**src/rtl/simon_seq_engine_if.sv**
```systemverilog
// Control/status bundle between KEY/SW input logic and the Simon engine.
// master: input side that drives start/level/keys; slave: the engine.
interface simon_seq_engine_if #(
    parameter int NUM_COLORS = 4,
    parameter int MAX_LEN    = 16
);
    localparam int CW = $clog2(NUM_COLORS);
    localparam int LW = $clog2(MAX_LEN + 1);

    logic          start;
    logic [2:0]    level;
    logic          key_valid;
    logic [CW-1:0] key_color;
    logic          show_valid;
    logic [CW-1:0] show_color;
    logic [1:0]    state;
    logic [LW-1:0] round;
    logic          win;
    logic          lose;

    modport master (
        output start, level, key_valid, key_color,
        input  show_valid, show_color, state, round, win, lose
    );

    modport slave (
        input  start, level, key_valid, key_color,
        output show_valid, show_color, state, round, win, lose
    );
endinterface

```
**src/rtl/simon_seq_engine.sv**
```systemverilog
// Simon game sequencer: LFSR colour source, timed playback, key checking.
// Define SIMON_TIMEOUT_EN to lose after 4 idle step lengths in USER.
module simon_seq_engine #(
    parameter int          NUM_COLORS     = 4,
    parameter int          MAX_LEN        = 16,
    parameter int          TICKS_PER_STEP = 25000000,
    parameter int          GAP_TICKS      = 5000000,
    parameter logic [15:0] LFSR_SEED      = 16'hACE1
) (
    input logic               CLOCK_50,
    input logic               reset,
    simon_seq_engine_if.slave bus
);
    localparam int CW = $clog2(NUM_COLORS);
    localparam int LW = $clog2(MAX_LEN + 1);
    localparam int IW = (MAX_LEN > 1) ? $clog2(MAX_LEN) : 1;
    localparam int TW = $clog2(TICKS_PER_STEP + GAP_TICKS + 1) + 2;

    typedef enum logic [2:0] {
        S_READY,
        S_ADD,
        S_PLAY,
        S_USER,
        S_OVER
    } fsm_e;

    fsm_e          fsm_q;
    logic [15:0]   lfsr_q;
    logic [CW-1:0] seq_q [MAX_LEN];
    logic [LW-1:0] round_q;
    logic [LW-1:0] idx_q;
    logic [TW-1:0] cnt_q;
    logic          gap_q;
    logic [1:0]    state_q;
    logic          show_v_q;
    logic [CW-1:0] show_c_q;
    logic          win_q;
    logic          lose_q;
`ifdef SIMON_TIMEOUT_EN
    logic [TW-1:0] tmo_q;
`endif

    logic [2:0]    lvl_eff;
    logic [TW-1:0] step_len;
    logic [CW-1:0] elem;
    logic          key_ok;
    logic          key_hit;
    logic          key_last;
    logic          seq_we;
    logic [IW-1:0] seq_wa;

    // Faster levels halve the step; never let it collapse to zero.
    always_comb begin
        lvl_eff = bus.level;
        if (bus.level == 3'd0) lvl_eff = 3'd1;
        else if (bus.level > 3'd5) lvl_eff = 3'd5;
        step_len = TW'(TICKS_PER_STEP) >> (lvl_eff - 3'd1);
        if (step_len == '0) step_len = TW'(1);
    end

    assign elem     = CW'(int'(lfsr_q[CW-1:0]) % NUM_COLORS);
    assign key_ok   = bus.key_valid && (int'(bus.key_color) < NUM_COLORS);
    assign key_hit  = (bus.key_color == seq_q[IW'(idx_q)]);
    assign key_last = (idx_q == round_q - LW'(1));

    always_comb begin
        seq_we = 1'b0;
        seq_wa = IW'(round_q);
        unique case (fsm_q)
            S_READY, S_OVER: begin
                seq_we = bus.start;
                seq_wa = '0;
            end
            S_USER: seq_we = key_ok && key_hit && key_last
                             && (round_q != LW'(MAX_LEN));
            default: ;
        endcase
    end

    // Sequence storage is deliberately not reset.
    always_ff @(posedge CLOCK_50) begin
        if (seq_we) seq_q[seq_wa] <= elem;
    end

    always_ff @(posedge CLOCK_50 or posedge reset) begin
        if (reset) begin
            fsm_q    <= S_READY;
            lfsr_q   <= LFSR_SEED;
            round_q  <= '0;
            idx_q    <= '0;
            cnt_q    <= '0;
            gap_q    <= 1'b0;
            state_q  <= 2'b00;
            show_v_q <= 1'b0;
            show_c_q <= '0;
            win_q    <= 1'b0;
            lose_q   <= 1'b0;
`ifdef SIMON_TIMEOUT_EN
            tmo_q    <= '0;
`endif
        end else begin
            lfsr_q <= {lfsr_q[14:0],
                       lfsr_q[15] ^ lfsr_q[13] ^ lfsr_q[12] ^ lfsr_q[10]};
            unique case (fsm_q)
                S_READY: begin
                    if (bus.start) begin
                        fsm_q   <= S_ADD;
                        state_q <= 2'b01;
                        round_q <= LW'(1);
                    end
                end
                S_ADD: begin
                    fsm_q    <= S_PLAY;
                    idx_q    <= '0;
                    gap_q    <= 1'b0;
                    cnt_q    <= step_len - TW'(1);
                    show_v_q <= 1'b1;
                    show_c_q <= seq_q[0];
                end
                S_PLAY: begin
                    if (cnt_q != '0) begin
                        cnt_q <= cnt_q - TW'(1);
                    end else if (!gap_q) begin
                        gap_q    <= 1'b1;
                        cnt_q    <= TW'(GAP_TICKS - 1);
                        show_v_q <= 1'b0;
                        show_c_q <= '0;
                    end else if (key_last) begin
                        fsm_q   <= S_USER;
                        state_q <= 2'b10;
                        idx_q   <= '0;
`ifdef SIMON_TIMEOUT_EN
                        tmo_q   <= (step_len << 2) - TW'(1);
`endif
                    end else begin
                        idx_q    <= idx_q + LW'(1);
                        gap_q    <= 1'b0;
                        cnt_q    <= step_len - TW'(1);
                        show_v_q <= 1'b1;
                        show_c_q <= seq_q[IW'(idx_q + LW'(1))];
                    end
                end
                S_USER: begin
                    show_v_q <= 1'b0;
                    show_c_q <= '0;
                    if (key_ok) begin
                        if (!key_hit) begin
                            fsm_q   <= S_OVER;
                            state_q <= 2'b11;
                            lose_q  <= 1'b1;
                        end else if (!key_last) begin
                            idx_q    <= idx_q + LW'(1);
                            show_v_q <= 1'b1;
                            show_c_q <= bus.key_color;
`ifdef SIMON_TIMEOUT_EN
                            tmo_q    <= (step_len << 2) - TW'(1);
`endif
                        end else if (round_q == LW'(MAX_LEN)) begin
                            fsm_q   <= S_OVER;
                            state_q <= 2'b11;
                            win_q   <= 1'b1;
                        end else begin
                            fsm_q   <= S_ADD;
                            state_q <= 2'b01;
                            round_q <= round_q + LW'(1);
                        end
                    end
`ifdef SIMON_TIMEOUT_EN
                    else if (tmo_q == '0) begin
                        fsm_q   <= S_OVER;
                        state_q <= 2'b11;
                        lose_q  <= 1'b1;
                    end else begin
                        tmo_q <= tmo_q - TW'(1);
                    end
`endif
                end
                S_OVER: begin
                    if (bus.start) begin
                        fsm_q   <= S_ADD;
                        state_q <= 2'b01;
                        round_q <= LW'(1);
                        win_q   <= 1'b0;
                        lose_q  <= 1'b0;
                    end
                end
                default: begin
                    fsm_q   <= S_READY;
                    state_q <= 2'b00;
                end
            endcase
        end
    end

    assign bus.show_valid = show_v_q;
    assign bus.show_color = show_c_q;
    assign bus.state      = state_q;
    assign bus.round      = round_q;
    assign bus.win        = win_q;
    assign bus.lose       = lose_q;
endmodule

```
**src/flat_wrapper.sv**
```systemverilog
// flat-port wrapper written by rule: the top's interface ports become plain ports
module simon_seq_engine_flat 
#(
    parameter int          NUM_COLORS     = 4,
    parameter int          MAX_LEN        = 16,
    parameter int          TICKS_PER_STEP = 25000000,
    parameter int          GAP_TICKS      = 5000000,
    parameter logic [15:0] LFSR_SEED      = 16'hACE1
)
  (CLOCK_50, reset, bus_start, bus_level, bus_key_valid, bus_key_color, bus_show_valid, bus_show_color, bus_state, bus_round, bus_win, bus_lose);
  simon_seq_engine_if #(.NUM_COLORS(NUM_COLORS), .MAX_LEN(MAX_LEN)) bus_i ();
  input logic CLOCK_50;
  input logic reset;
  input wire logic [$bits(bus_i.start)-1:0] bus_start;
  input wire logic [$bits(bus_i.level)-1:0] bus_level;
  input wire logic [$bits(bus_i.key_valid)-1:0] bus_key_valid;
  input wire logic [$bits(bus_i.key_color)-1:0] bus_key_color;
  output wire logic [$bits(bus_i.show_valid)-1:0] bus_show_valid;
  output wire logic [$bits(bus_i.show_color)-1:0] bus_show_color;
  output wire logic [$bits(bus_i.state)-1:0] bus_state;
  output wire logic [$bits(bus_i.round)-1:0] bus_round;
  output wire logic [$bits(bus_i.win)-1:0] bus_win;
  output wire logic [$bits(bus_i.lose)-1:0] bus_lose;
  assign bus_i.start = bus_start;
  assign bus_i.level = bus_level;
  assign bus_i.key_valid = bus_key_valid;
  assign bus_i.key_color = bus_key_color;
  assign bus_show_valid = bus_i.show_valid;
  assign bus_show_color = bus_i.show_color;
  assign bus_state = bus_i.state;
  assign bus_round = bus_i.round;
  assign bus_win = bus_i.win;
  assign bus_lose = bus_i.lose;
  simon_seq_engine #(.NUM_COLORS(NUM_COLORS), .MAX_LEN(MAX_LEN), .TICKS_PER_STEP(TICKS_PER_STEP), .GAP_TICKS(GAP_TICKS), .LFSR_SEED(LFSR_SEED)) u_core (.CLOCK_50(CLOCK_50), .reset(reset), .bus(bus_i));
endmodule
```
**config.mk**
```make
export PLATFORM = sky130hd
export DESIGN_NAME = simon_seq_engine_flat
export DESIGN_NICKNAME = d
export VERILOG_FILES = /design/src/rtl/simon_seq_engine_if.sv /design/src/rtl/simon_seq_engine.sv /design/src/flat_wrapper.sv
export SDC_FILE = /design/constraint.sdc
export NUM_CORES = 1
export LEC_CHECK = 0
export ABC_AREA = 1
export BUFFER_PORTS_ARGS = -buffer_cell sky130_fd_sc_hd__buf_2
export CELL_PAD_IN_SITES_DETAIL_PLACEMENT = 1
export CELL_PAD_IN_SITES_GLOBAL_PLACEMENT = 1
export CORE_UTILIZATION = 51
export DETAILED_ROUTE_END_ITERATION = 10
export GPL_TIMING_DRIVEN = 0
export HOLD_SLACK_MARGIN = 0.15
export PLACE_DENSITY = 0.87
export SLEW_MARGIN = 30
export SYNTH_ARGS = -nofsm -noshare
export SYNTH_HDL_FRONTEND = slang
export SYNTH_SLANG_ARGS = --single-unit
```
**constraint.sdc**
```tcl
create_clock -name CLOCK_50 -period 6.4 [get_ports CLOCK_50]
set_input_delay 0.96 -clock CLOCK_50 [delete_from_list [all_inputs] [get_ports CLOCK_50]]
set_output_delay 0.96 -clock CLOCK_50 [all_outputs]
set_load 0.05 [all_outputs]
```
# Word level (Yosys, flattened, before mapping)
# Memory sizes are Yosys's and may differ from the RTL's.
# Index checks and enable logic that the tools add are counted.
dict set report classes {
  addsub 6
  mux 69
  bitwise_logic 4
  n_lt_le_gt_ge 1
  n_reduce_logical 21
  shifts 1
  eq_ne 23
}
# op count
set ops {}
lappend ops {{$mux 27} 4}
lappend ops {{$mux 5} 11}
lappend ops {{$pmux 27 s2} 1}
lappend ops {{$sub 27x1->27 const B} 2}
lappend ops {{$mux 3} 10}
lappend ops {{$mux 2} 14}
lappend ops {{$logic_not 27->1} 1}
lappend ops {{$reduce_bool 27->1} 1}
lappend ops {{$shr 25x3->27 const A} 1}
lappend ops {{$reduce_and 6->1} 4}
lappend ops {{$mux 1} 18}
lappend ops {{$pmux 5 s3} 1}
lappend ops {{$ne 2x1->1 const B} 6}
lappend ops {{$ne 2x2->1 const B} 6}
lappend ops {{$pmux 3 s4} 1}
lappend ops {{$add 5x1->5 const B} 2}
lappend ops {{$pmux 5 s2} 1}
lappend ops {{$pmux 1 s2} 4}
lappend ops {{$pmux 2 s4} 1}
lappend ops {{$reduce_and 7->1} 1}
lappend ops {{$eq 3x2->1 const B} 2}
lappend ops {{$logic_not 3->1} 2}
lappend ops {{$ne 3x3->1 const B} 2}
lappend ops {{$pmux 2 s3} 1}
lappend ops {{other kinds (21)} 28}
dict set report totals {
  memories 1
  regBits 64
  ramBits 32
  inputBits 9
  out_inout_bits 12
  wordCells 137
}
# name words word_bits read_ports rd_ports_with_merged_regs write_ports line
set memory_table {}
lappend memory_table {u_core.seq_q 16 2 3 0 1 simon_seq_engine.sv:29} ;# logic [CW-1:0] seq_q [MAX_LEN];

# Depth between registers and ports, before layout
# Gate-level depths: netlist (run 1).
dict set report depth {
  ltp_word 12
  ltp_mapped 16
}

# Worst setup path before layout (run 1)
# OpenSTA, ideal clock, no wires.
dict set report synth_timing {
  kind {input -> register}
  from {input port bus_level[1]}
  to {register u_core.cnt_q[8]}
  n_path_buf 2
  setup_time_ns 0.130
  arrival_time_ns 3.141
  path_slack_ns 3.129
  stages 15
  cell_sequence {nor2_1 -> nor2_1 -> ha_1 -> ha_1 -> buf_2 -> inv_1 -> clkbuf_1 -> nor2_1 -> inv_1 -> ha_1 -> nand4_1 -> nand2_1 -> o21ai_0 -> o21ai_0 -> a31oi_1}
}
dict set report synth_via {
  elab_chain_cells 12
  word_cells_on_any_way 13
  cone_classes {add/sub: 2; order compare: 1; shift: 1; mux: 7; reduce/logical: 2}
}
# element line
set synth_lines {}
lappend synth_lines {{from (decl)} flat_wrapper.sv:15} ;# input wire logic [$bits(bus_i.level)-1:0] bus_level;
lappend synth_lines {{$gt 3x3->1} simon_seq_engine.sv:56} ;# else if (bus.level > 3'd5) lvl_eff = 3'd5;
lappend synth_lines {{$mux 3} simon_seq_engine.sv:56}
lappend synth_lines {{$mux 3 *} simon_seq_engine.sv:55} ;# if (bus.level == 3'd0) lvl_eff = 3'd1;
lappend synth_lines {{$sub 3x1->3 *} simon_seq_engine.sv:57} ;# step_len = TW'(TICKS_PER_STEP) >> (lvl_eff - 3'd1);
lappend synth_lines {{$shr 25x3->27 *} simon_seq_engine.sv:57}
lappend synth_lines {{$logic_not 27->1} simon_seq_engine.sv:58} ;# if (step_len == '0) step_len = TW'(1);
lappend synth_lines {{$mux 27 *} simon_seq_engine.sv:58}
lappend synth_lines {{$sub 27x1->27 *} {simon_seq_engine.sv:116, simon_seq_engine.sv:138}}
lappend synth_lines {{$mux 27} simon_seq_engine.sv:128} ;# end else if (key_last) begin
lappend synth_lines {{$mux 27} simon_seq_engine.sv:123} ;# end else if (!gap_q) begin
lappend synth_lines {{$mux 27} simon_seq_engine.sv:121} ;# if (cnt_q != '0) begin
lappend synth_lines {{$pmux 27 s2 *} simon_seq_engine.sv:104} ;# unique case (fsm_q)
lappend synth_lines {{to (signal assigned)} simon_seq_engine.sv:122} ;# cnt_q <= cnt_q - TW'(1);
lappend synth_lines {{to (signal assigned)} simon_seq_engine.sv:125} ;# cnt_q <= TW'(GAP_TICKS - 1);
lappend synth_lines {{to (signal assigned)} simon_seq_engine.sv:138} ;# cnt_q <= step_len - TW'(1);
lappend synth_lines {{to (decl)} simon_seq_engine.sv:32} ;# logic [TW-1:0] cnt_q;
# Every way passes the cells marked *; elsewhere a longest branch is shown, timed or not. The select of a mux whose other input is x is not followed.
# A chain may end at the register's enable or synchronous reset.

# Worst setup path in the final report (run 1)
dict set report layout_timing {
  from {input port bus_level[2]}
  to {register u_core.cnt_q[8]}
}
# The elaborated chain is that of the path after synthesis.

==> results of run 1 <==
-- critical path, stage by stage --
cell and delay [ns]:
buf_2 0.15, nor2_1 0.40, nor2_1 0.26, ha_1 0.31, ha_1 0.27, buf_2 0.18
inv_1 0.10, clkbuf_1 0.32, nor2_1 0.16, inv_1 0.10, ha_1 0.19, nand4_1 0.12
o21ai_0 0.27, o21ai_0 0.14, a31oi_1 0.17
-- area by class of cell --
cell class                 count  area share [%]
buffer                        22            2.03
clock inverter                 5           0.625
multi-input combinational    572            44.7
tap                          143            2.71
inverter                      99            5.66
clock buffer                  11            3.52
timing repair buffer          21            1.82
sequential                    96            38.9
-- through the flow --
step / util (%) / cells / power [W] / hold slack, ns / setup slack (ns)
floorplan: - / 789 / 0.00179 / 0.331 / 3.13
global placement: 55.0 / 952 / 0.00204 / 0.339 / 2.36
detailed placement: 55.2 / 953 / 0.00212 / 0.339 / 2.29
CTS: 57.6 / 969 / 0.00264 / 0.355 / 2.65
global route: 57.6 / 969 / 0.00283 / 0.367 / 2.32
finish: 57.6 / 969 / 0.00266 / 0.355 / 2.57
-- state kept, by name, summed over array words and instances (netlist names), 2 cells and up --
name and cells:
u_core.seq_q 32, u_core.cnt_q 27, u_core.lfsr_q 16, u_core.bus.round 5, u_core.idx_q 5, u_core.fsm_q 3, u_core.bus.show_color 2, u_core.bus.state 2
-- cell usage after synthesis, types with 2 or more instances --
| cell type | number |
|---|---|
| nand2_1 | 187 |
| inv_1 | 94 |
| nor2_1 | 82 |
| nand3_1 | 78 |
| dfrtp_1 | 56 |
| o21ai_0 | 47 |
| a21oi_1 | 33 |
| edfxtp_1 | 32 |
| xor2_1 | 20 |
| nor3_1 | 18 |
| o21ai_1 | 12 |
| xnor2_1 | 12 |
| nand4_1 | 11 |
| nor2_4 | 11 |
| ha_1 | 10 |
| buf_2 | 8 |
| dfstp_2 | 8 |
| o211ai_1 | 8 |
| clkbuf_1 | 6 |
| nand2_2 | 5 |
| nor2_2 | 5 |
| or2_2 | 5 |
| buf_6 | 4 |
| inv_2 | 4 |
| o22ai_1 | 4 |
| a31oi_1 | 3 |
| buf_4 | 3 |
| a21boi_0 | 2 |
| a22oi_1 | 2 |
| nand3_4 | 2 |
-- logic make-up after synthesis --
group / count (synthesis)
buffers and inverters: 121
DFF: 96
adders and majority gates: 10
AOI/OAI and AO/OA: 117
xor gates and xnor gates: 32
and+or+nand+nor: 413
-- path summary, 6_finish.rpt --
check	from	endpoint	cells past startpoint
max reg2reg	u_core.bus.round[0]	u_core.seq_q[11][0]	11
min	u_core.lfsr_q[2]	u_core.lfsr_q[3]	0
min in group asynchronous	reset	u_core.cnt_q[2]	2
max	bus_level[2]	u_core.cnt_q[8]	15
max in group asynchronous	reset	u_core.lfsr_q[7]	3
min reg2reg	u_core.lfsr_q[2]	u_core.lfsr_q[3]	0
-- power by group --
part | switching [W] | internal [W] | total, W
Sequential | 0.000134 | 0.000752 | 0.000886
Clock | 0.000245 | 0.000267 | 0.000512
Combinational | 0.000853 | 0.000407 | 0.00126
-- routing by layer --
metal,track usage (%),wire length [um],vias up
met5,0,0,-
met4,8.89,289,0
met3,4.43,965,26
li1,-,-,2640
met2,49.2,8330,175
met1,46.6,8800,2723
==> run metrics, run 1 <==
Cell Area, Synth 0.00603 mm^2; vias per inst 5.74; placeable core area 0.0115 mm^2; most common cell after layout, fill and taps aside nand2_1; main combinational cell family by area after synthesis simple AND/OR/NAND/NOR gates; Routed Antenna Nets 0; HPWL Detailed 14.3 mm; row count 39; EDFF count, synth 32; Max-Cap Viols 0; Post-CTS Hold Buffers 0; Critical Path Start Type primary input; IO Count 21; worst endpoint required time 6.67 ns; 1st-pass router iterations 5; H-Tree Depth 3; fmax 0.261 GHz; WP data arrival 4.10 ns; CTS Buf Count 9; largest net degree at the start of global routing 44; final number of max-transition violations 0; Final GP Congestion 0.899; Yosys top cell by area dfrtp_1; setup violators final 0; Setup Fix Bufs, Post-CTS 0; RSZ-0062 raised after global routing false; Seq/Total Area, Yosys 42.6%; # port buffers 20; Leakage 3.05 nW; Synth area leaders dfrtp_1, edfxtp_1, nand2_1; CTS tree yes; fraction of layout cells with a size suffix above 1 11.7%; Synth top area share 23.2%; Die H 111 um; Critical Path End Type flip-flop; fin crit share 59.8%; Compound-Gate Fraction of Synth Area 10.7%; Post-Synth XOR/XNOR Area 4.65%; Clk Latency, worst-skew pair 0.35 ns; # DRC 0; first-pass GRT wire length 30.5 mm; GRT Total Usage 31.8%; status finished, final reports clean; post-CTS resize count 0; synth warn 0; final hold viol count 0; Seq cells post-synth 96; Post-Syn Instances 789; post-synthesis simple-gate area fraction 31.6%; final setup TNS 0 ns; vias in the first global route 5772; Root Buffer clkbuf_16; worst min path class reg2reg; Fin Clk Skew 0.00866 ns; Synth Area per Inst 7.65 um^2; Reg clk slew, reported paths 0.07 ns; ant diodes 0; Layout area overhead 9.54%; wire length per cell 19.0 um; area share of fa/ha/maj cells after synthesis 2.07%; Peak VDD IR 0.287 mV; mux cell area share after synthesis 0%; nets 840; GRT overflow 0; first-iteration detailed-routing DRC count 536; Final Cell Area 0.00661 mm^2; Routed WL 18.4 mm; CP Max Fanout 10; PwrDens 402 mW/mm^2; reg2reg setup slack 3.39 ns; Slew HR 61.4%; Unique masters post-synth 47; clk sink count 96; most frequent cells in the layout nand2_1, inv_1, nor2_1, nand3_1, dfrtp_1; Placed Area 0.00633 mm^2; Post-synth ARST share 66.7%; min Tclk post-route 3.83 ns; synthesized net count 808; initial antenna violation count 0; register area 0.00257 mm^2; vias post-DR 5564; CTS max path bufs 2; Main synth FF type dfrtp_1; fill cell count 1489; Die W 111 um; Initial Utilization 52.6%; area of the multi-input gates 0.00296 mm^2; worst setup path class in2reg; worst-margin pin slew 0.580 ns; die area 0.0123 mm^2
No activity file was read; power rests on OpenSTA's default activity.
==> inputs of run 2 (changes only) <==
Settings changed: CORE_UTILIZATION 51 to 47, PLACE_DENSITY 0.87 to 0.82.
Clock period 6.4 ns to 3.7 ns, I/O delays scaled along.
==> run 2 against run 1 <==
Net effect:
- clock power up 110%
- largest cell class unchanged
- clock-buffer cell count is the same
- setup slack lost 2.2 ns
- non-clock buffer count unchanged
- first-iteration DRC count down 19%
- largest power group unchanged
==> run metrics, run 2 (synthesis gave the netlist of run 1 again) <==
status finished, final reports clean; first-iteration detailed-routing DRC count 436; die area 0.0133 mm^2; post-layout util 53.4%; area of the multi-input gates 0.00296 mm^2; post-CTS resize count 0; H-Tree Depth 3; worst-margin pin slew 0.580 ns; nets 840; register area 0.00257 mm^2; Leakage 3.08 nW; max FFs per register 32; HPWL Detailed 14.3 mm; worst endpoint required time 3.93 ns; CTS Buf Count 9; largest net degree at the start of global routing 43; first-pass GRT wire length 30.4 mm; largest reg by FF count u_core.seq_q; WP data arrival 3.58 ns; placed insts 982; fmax 0.299 GHz; R2R cell count 11; CP Max Fanout 10; Setup Fix Bufs, Post-CTS 0; Critical Path Start Type primary input; Routed Antenna Nets 0; fin crit share 90.5%; clk sink count 96; # port buffers 20; CTS max path bufs 2; setup violators final 0; most frequent cells in the layout nand2_1, inv_1, nor2_1, nand3_1, dfrtp_1; placeable core area 0.0126 mm^2; ant diodes 0; Clk Latency, worst-skew pair 0.35 ns; GR Util met1 43.6%; Die W 115 um; Fin Hold WS 0.163 ns; Initial Utilization 48.0%; Critical Path End Type flip-flop; worst setup path class in2reg; Post-CTS Hold Buffers 0; final number of max-transition violations 0; # DRC 0; vias per inst 5.60; row count 41; Layout area overhead 11.3%; fraction of layout cells with a size suffix above 1 12.0%; Reg clk slew, reported paths 0.07 ns; wire length per cell 19.0 um; Die H 115 um; final non-filler cell total 998; Crit path largest cell delay 0.42 ns; fill cell count 1575; worst min path class in2async; RSZ-0062 raised after global routing false; most frequent CP cell ha_1; reg2reg setup slack 0.72 ns; min Tclk post-route 3.35 ns; 1st-pass router iterations 5; Fin Clk Skew 0.00578 ns; GRT Total Usage 30.4%; Routed WL 19.0 mm; final hold viol count 0; Final GP Congestion 0.929; vias post-DR 5592; vias in the first global route 5598; Max-Cap Viols 0; CTS tree yes; initial antenna violation count 0; met3 usage 7.12%; crit path cell chain buf_2 > nor2_2 > nor2_1 > ha_1 > ha_1 > buf_2 > inv_1 > clkbuf_1 > nor2_1 > inv_1 > ha_1 > nand4_1 > nand2_1 > o21ai_0 > o21ai_0 > a31oi_1; IO Count 21; FF-to-FF Start u_core.bus.round[0]; Peak VDD IR 0.392 mV; GRT overflow 0; GR Util met2 46.1%; CP max-delay cell nor2_1; PwrDens 714 mW/mm^2; Slew HR 61.3%; most common cell after layout, fill and taps aside nand2_1; reg-to-reg endpoint u_core.seq_q[15][1]; Root Buffer clkbuf_16; global route hottest layer met2; biggest regs u_core.seq_q x32, u_core.cnt_q x27, u_core.lfsr_q x16
## run 2: cell types whose count changed in the layout (fill, tap and decap cells not counted), sizes merged
cell      delta
bufinv       +2
clkinv       -1
clkinvlp     -1
## run 2: metrics by stage
step / total power [W] / cell area (um^2) / setup slack (ns) / setup TNS [ns]
after floorplan: 0.00310 / 6030 / 0.834 / 0
after global placement: 0.00358 / 6350 / 0.0437 / 0
after detailed placement: 0.00368 / 6370 / -0.0886 / -0.0886
after CTS: 0.00478 / 6710 / 0.292 / 0
after global routing: 0.00511 / 6710 / 0.0251 / 0
final: 0.00479 / 6710 / 0.352 / 0
## run 2: worst max-delay path by stage
stage | startpoint | end | slack [ns] | depth (start not counted)
after floorplan | bus_level[1] | u_core.cnt_q[8] | 0.83 | 15
after detailed placement | bus_level[2] | u_core.cnt_q[8] | -0.09 | 16
after global placement | bus_level[2] | u_core.cnt_q[8] | 0.04 | 16
after CTS | bus_level[2] | u_core.cnt_q[8] | 0.29 | 16
final | bus_level[2] | u_core.cnt_q[8] | 0.35 | 16
after global routing | bus_level[2] | u_core.cnt_q[8] | 0.03 | 16
## run 2: cell type report
type / count / area share, %
buffer: 22 / 1.99
clock buffer: 11 / 3.78
timing repair buffer: 21 / 1.79
multi-input combinational: 572 / 44.1
tap: 172 / 3.21
clock inverter: 5 / 1.27
sequential: 96 / 38.3
inverter: 99 / 5.57
## run 2: worst max-delay path, delay by kind of cell
kind,cells,cell delay [ns]
AOI/OAI and AO/OA,3,0.47
adders and majority gates,3,0.72
buffers and inverters,5,0.91
and+or+nand+nor,5,0.91
## run 2: metal layers
| layer | part of all wire, % | wire (um) |
|---|---|---|
| met5 | 0 | 0 |
| met4 | 0.88 | 167 |
| met1 | 47 | 9010 |
| met2 | 45 | 8570 |
| met3 | 6.5 | 1220 |
## run 2: report_power, final
part           switching, W  internal [W]  leakage, nW
registers          0.000240       0.00130         1.05
clock network      0.000434      0.000639        0.162
logic               0.00147      0.000702         1.87
total               0.00215       0.00264         3.08
